File: src/rtl/btn_pkg.sv
// Shared types and constants for the button event path: per-channel FSM
// states, canonical channel indices and a small elaboration-time helper.
package btn_pkg;

    typedef enum logic [1:0] {
        BTN_IDLE,
        BTN_PRESSED,
        BTN_REPEATING
    } btn_state_t;

    localparam int unsigned BTN_UP    = 0;
    localparam int unsigned BTN_DOWN  = 1;
    localparam int unsigned BTN_LEFT  = 2;
    localparam int unsigned BTN_RIGHT = 3;

    function automatic int unsigned btn_max(input int unsigned a, input int unsigned b);
        return (a > b) ? a : b;
    endfunction

endpackage

File: src/rtl/button_event_channel.sv
// One button channel: edge detection, IDLE/PRESSED/REPEATING FSM and the
// hold/repeat counter, with every output registered.
module button_event_channel
    import btn_pkg::*;
#(
    parameter int unsigned HOLD_DELAY    = 25000000,
    parameter int unsigned REPEAT_PERIOD = 5000000,
    parameter bit          REPEAT_EN     = 1'b1
) (
    input  logic clock,
    input  logic reset,
    input  logic level,
    output logic press,
    output logic release_p,
    output logic repeat_p,
    output logic held
);

    localparam int unsigned CW = $clog2(btn_max(HOLD_DELAY, REPEAT_PERIOD) + 1);
    localparam logic [CW-1:0] HOLD_MATCH   = CW'(HOLD_DELAY);
    localparam logic [CW-1:0] REPEAT_MATCH = CW'(REPEAT_PERIOD);
    localparam logic [CW-1:0] CNT_ONE      = CW'(1);

    btn_state_t    state;
    logic [CW-1:0] cnt;
    logic          prev;
    logic          rise;
    logic          fall;

    assign rise = level & ~prev;
    assign fall = ~level & prev;

    always_ff @(posedge clock or posedge reset) begin
        if (reset) begin
            state     <= BTN_IDLE;
            cnt       <= '0;
            prev      <= 1'b0;
            press     <= 1'b0;
            release_p <= 1'b0;
            repeat_p  <= 1'b0;
            held      <= 1'b0;
        end else begin
            prev      <= level;
            press     <= 1'b0;
            release_p <= 1'b0;
            repeat_p  <= 1'b0;
            case (state)
                BTN_IDLE: begin
                    if (rise) begin
                        state <= BTN_PRESSED;
                        cnt   <= CNT_ONE;
                        press <= 1'b1;
                        held  <= 1'b1;
                    end
                end
                BTN_PRESSED: begin
                    // Release takes priority over a coincident count match.
                    if (fall) begin
                        state     <= BTN_IDLE;
                        cnt       <= '0;
                        release_p <= 1'b1;
                        held      <= 1'b0;
                    end else if (cnt == HOLD_MATCH) begin
                        state    <= BTN_REPEATING;
                        cnt      <= CNT_ONE;
                        repeat_p <= REPEAT_EN;
                    end else if (cnt != '1) begin
                        cnt <= cnt + 1'b1;
                    end
                end
                BTN_REPEATING: begin
                    if (fall) begin
                        state     <= BTN_IDLE;
                        cnt       <= '0;
                        release_p <= 1'b1;
                        held      <= 1'b0;
                    end else if (cnt == REPEAT_MATCH) begin
                        cnt      <= CNT_ONE;
                        repeat_p <= REPEAT_EN;
                    end else if (cnt != '1) begin
                        cnt <= cnt + 1'b1;
                    end
                end
                default: begin
                    state <= BTN_IDLE;
                    cnt   <= '0;
                    held  <= 1'b0;
                end
            endcase
        end
    end

endmodule

File: src/rtl/button_event_gen.sv
// Converts debounced button levels into press/release/auto-repeat pulses.
// The release pulse port is release_p because "release" is a reserved word.
module button_event_gen
    import btn_pkg::*;
#(
    parameter int unsigned N_BUTTONS     = 4,
    parameter int unsigned HOLD_DELAY    = 25000000,
    parameter int unsigned REPEAT_PERIOD = 5000000,
    parameter bit          REPEAT_EN     = 1'b1
) (
    input  logic                 clock,
    input  logic                 reset,
    input  logic [N_BUTTONS-1:0] level,
    output logic [N_BUTTONS-1:0] press,
    output logic [N_BUTTONS-1:0] release_p,
    output logic [N_BUTTONS-1:0] repeat_p,
    output logic [N_BUTTONS-1:0] held
);

    for (genvar i = 0; i < int'(N_BUTTONS); i++) begin : g_chan
        button_event_channel #(
            .HOLD_DELAY   (HOLD_DELAY),
            .REPEAT_PERIOD(REPEAT_PERIOD),
            .REPEAT_EN    (REPEAT_EN)
        ) u_chan (
            .clock    (clock),
            .reset    (reset),
            .level    (level[i]),
            .press    (press[i]),
            .release_p(release_p[i]),
            .repeat_p (repeat_p[i]),
            .held     (held[i])
        );
    end

endmodule

File: config.mk
export PLATFORM = sky130hd
export DESIGN_NAME = button_event_gen
export DESIGN_NICKNAME = d
export VERILOG_FILES = /design/src/rtl/btn_pkg.sv /design/src/rtl/button_event_channel.sv /design/src/rtl/button_event_gen.sv
export SDC_FILE = /design/constraint.sdc
export NUM_CORES = 1
export LEC_CHECK = 0
export BUFFER_PORTS_ARGS = -buffer_cell sky130_fd_sc_hd__buf_4
export CAP_MARGIN = 20
export CORE_ASPECT_RATIO = 1.2
export CORE_MARGIN = 3
export CORE_UTILIZATION = 30
export DETAILED_ROUTE_END_ITERATION = 7
export SYNTH_ARGS = -nofsm -noshare
export SYNTH_HDL_FRONTEND = slang
export SYNTH_SLANG_ARGS = --single-unit
File: constraint.sdc
create_clock -name clock -period 3.5 [get_ports clock]
set_input_delay 0.35 -clock clock [delete_from_list [all_inputs] [get_ports clock]]
set_output_delay 0.35 -clock clock [all_outputs]
set_load 0.02 [all_outputs]
==> run_results.csv <==
group,metric,value,unit
status,status,"finished, final reports clean",
die,io_pins,22,
critical_path,worst_path_max_delay_cell,"dfrtp_1",
drt,drc,0,
critical_path,cp.arrival,2.85,ns
finish,final_common_cell,"dfrtp_1",
global_routing,grt_start_max_net_pins,62,
finish,fillCellCount,2467,
finish,diodes,0,
finish,finalNetCount,858,
cts,htreeDepth,4,
global_routing,grt_pass1_vias,5968,
critical_path,critPathRequiredTime,3.80,ns
global_routing,overflow,0,
yosys,ys_seq_elements,128,
global_routing,grtUsageTotal,0.128,
timing,layout_setup_ws,0.954,ns
timing,relSlewSlack,0.418,
place,placed_area,7850,µm²
cts,clockBufferDepth,2,
place,place_ws,0.953,ns
pwr,clkPwrFrac,0.379,
die,core_area,24200,µm²
pwr,power_leakage,3.48,nW
place,dp_hpwl,11300,µm
timing,fmax,0.393,GHz
pwr,p_seq_frac,0.372,
die,initial_core_util,0.308,
critical_path,critical_path.top_delay_family,"simple AND/OR/NAND/NOR gates",
worst_hold_path,hp-class,"input port to async pin",
pwr,p_sw,1.59,mW
critical_path,cp-end-kind,"flip-flop",
finish,post_route_cells_drive_above_1_share,0.103,
yosys,synth_flop_cell,"dfrtp_1",
cts,post-cts-setup-buffers,0,
pwr,finalPower,4.67,mW
critical_path,ff2ff_setup_slack,0.95,ns
yosys,syn_area,7460,µm²
drt,wl,16400,µm
pwr,p_sw_frac,0.340,
cts,cts_buffers,17,
timing,setup_tns,0,ns
die,die_h,179,µm
timing,finalCriticalPeriod,2.55,ns
timing,fin_crit_sh,0.728,
die,die_w,150,µm
finish,multiInputGateArea,3870,µm²
timing,drv_slew,0,
drt,via_per_inst,5.13,
timing,skew,0.00883,ns
timing,tightest_slew,0.873,ns
cts,cts_root_buf,"clkbuf_16",
cts,insertion_delay,0.42,ns
yosys,avgSynthCellArea,9.13,µm²
drt,drt_pass1_iterations,5,
timing,hold_violations,0,
cts,cts_tree,"done",
yosys,ys_types,73,
cts,ctsHoldBuffers,0,
cts,cts_resized,0,
critical_path,crit_path_max_fanout,14,
yosys,synth_edf_count,0,
cts,cts.clk_slew.worst_paths,0.06,ns
place,placed_cells,1129,
critical_path,crit_buf_inv,1,
yosys,syn_inst,817,
place,io_buffers,21,
drt,vias,5952,
finish,synthToLayoutAreaGrowth,13.1,%
critical_path,critPathMaxStageDelay,0.44,ns
critical_path,critPathKind,"flip-flop to flip-flop",
die,rows,62,
cts,cts_sinks,128,
finish,regArea,3200,µm²
drt,drt-initial-drc-count,428,
drt,postRouteAntennaNets,0,
timing,setup_viol,0,
yosys,ys_warn_count,0,
yosys,ys_seq_area_frac,0.430,
pwr,p_comb_frac,0.249,
die,die_area,26800,µm²
finish,final_cell_mix,"dfrtp_1 (128), nor2_1 (112), nand2_1 (67), nand3_1 (42)",
yosys,synth-async-reset-ratio,1.00,
flow_run,drv_cap,0,
yosys,synth_fp_nets,847,
pwr,ir_worst_vdd,294,µV
finish,fin_area,8430,µm²
drt,wl_per_cell,14.2,µm
pwr,power_density,554,nW/µm²
place,gp_congestion,0.798,
pwr,internal-power,3.09,mW
timing,rsz0062_at_grt,"false",
critical_path,worstSetupStartpointType,"flip-flop",
finish,final_cells,1161,
global_routing,grt_antenna_before_repair,0,
critical_path,worstPathCellList,"nor4b_1 > nand4_1 > nor4b_2 > o22ai_1 > a21oi_2 > buf_4 > nor2_1",
global_routing,grt_pass1_wl,28300,µm
## cell usage after synthesis (all sizes together) (23+ instances only)
master / n / area [µm²]
dfrtp: 128 / 3200
nor2: 114 / 443
nand2: 67 / 251
nand4: 43 / 288
nand3: 42 / 210
a21oi: 40 / 219
xor2: 40 / 350
inv: 39 / 146
buf: 30 / 214
nor3: 29 / 166
o21ai: 29 / 156
ha: 24 / 300
xnor2: 23 / 201
## registers in the layout (all words and copies together), names as in the netlist
signal / flops
g_chan.u_chan.cnt: 100
g_chan.u_chan.press: 4
g_chan.u_chan.repeat_p: 4
g_chan.u_chan.release_p: 4
g_chan.u_chan.held: 4
g_chan.u_chan.state: 8
g_chan.u_chan.prev: 4
## logic make-up after synthesis
logic type	share of synthesized area
xor+xnor	0.0740
flops	0.430
buf+inv	0.0513
fa+ha+maj	0.0403
mux	0.00537
simple gates	0.289
compound gates	0.110
## path summary, 6_finish.rpt
kind / depth (start not counted) / from / end
setup reg to reg: 7 / g_chan[3].u_chan.cnt[15]$_DFFE_PP0P_ / g_chan[3].u_chan.cnt[24]$_DFFE_PP0P_
max in group asynchronous: 3 / reset / g_chan[3].u_chan.cnt[1]$_DFFE_PP0P_
setup / recovery: 7 / g_chan[3].u_chan.cnt[15]$_DFFE_PP0P_ / g_chan[3].u_chan.cnt[24]$_DFFE_PP0P_
hold / removal: 2 / reset / g_chan[1].u_chan.cnt[4]$_DFFE_PP0P_
min in group clock: 1 / level[2] / g_chan[2].u_chan.prev$_DFF_PP0_
hold reg to reg: 1 / g_chan[3].u_chan.held$_DFFE_PP0P_ / g_chan[3].u_chan.held$_DFFE_PP0P_
## area by class of cell
type	count	area share
multi-input cells	614	0.459
flip-flops and latches	128	0.380
clock buffers	23	0.0567
well taps	320	0.0475
repair buffers	28	0.0264
inverters	39	0.0178
clock inverters	9	0.0128
## stage by stage
stage          hold slack, ns  utilization
2_1_floorplan           0.381            -
3_5_place_dp            0.477        0.324
5_1_grt                0.0326        0.348
4_1_cts                0.0331        0.348
3_3_place_gp            0.474        0.324
6_report               0.0480        0.348
## power by group through the flow
| stage | Clock, mW | Sequential (mW) | Combinational (mW) |
|---|---|---|---|
| global route | 1.87 | 1.76 | 1.33 |
| CTS | 1.81 | 1.74 | 1.18 |
| global placement | 0 | 1.76 | 1.16 |
| detailed placement | 0 | 1.76 | 1.18 |
| finish | 1.77 | 1.74 | 1.16 |
| floorplan | 0 | 1.73 | 0.972 |
## layer usage
| layer | vias up | GRT usage | wire length (µm) | part of all wire |
|---|---|---|---|---|
| met5 | - | 0 | 0 | 0 |
| met4 | 0 | 0.0526 | 241 | 0.015 |
| met3 | 27 | 0.0321 | 563 | 0.034 |
| met2 | 116 | 0.212 | 8040 | 0.49 |
| met1 | 2872 | 0.159 | 7590 | 0.46 |
| li1 | 2937 | - | - | - |
(Power assumes the default switching activity.)
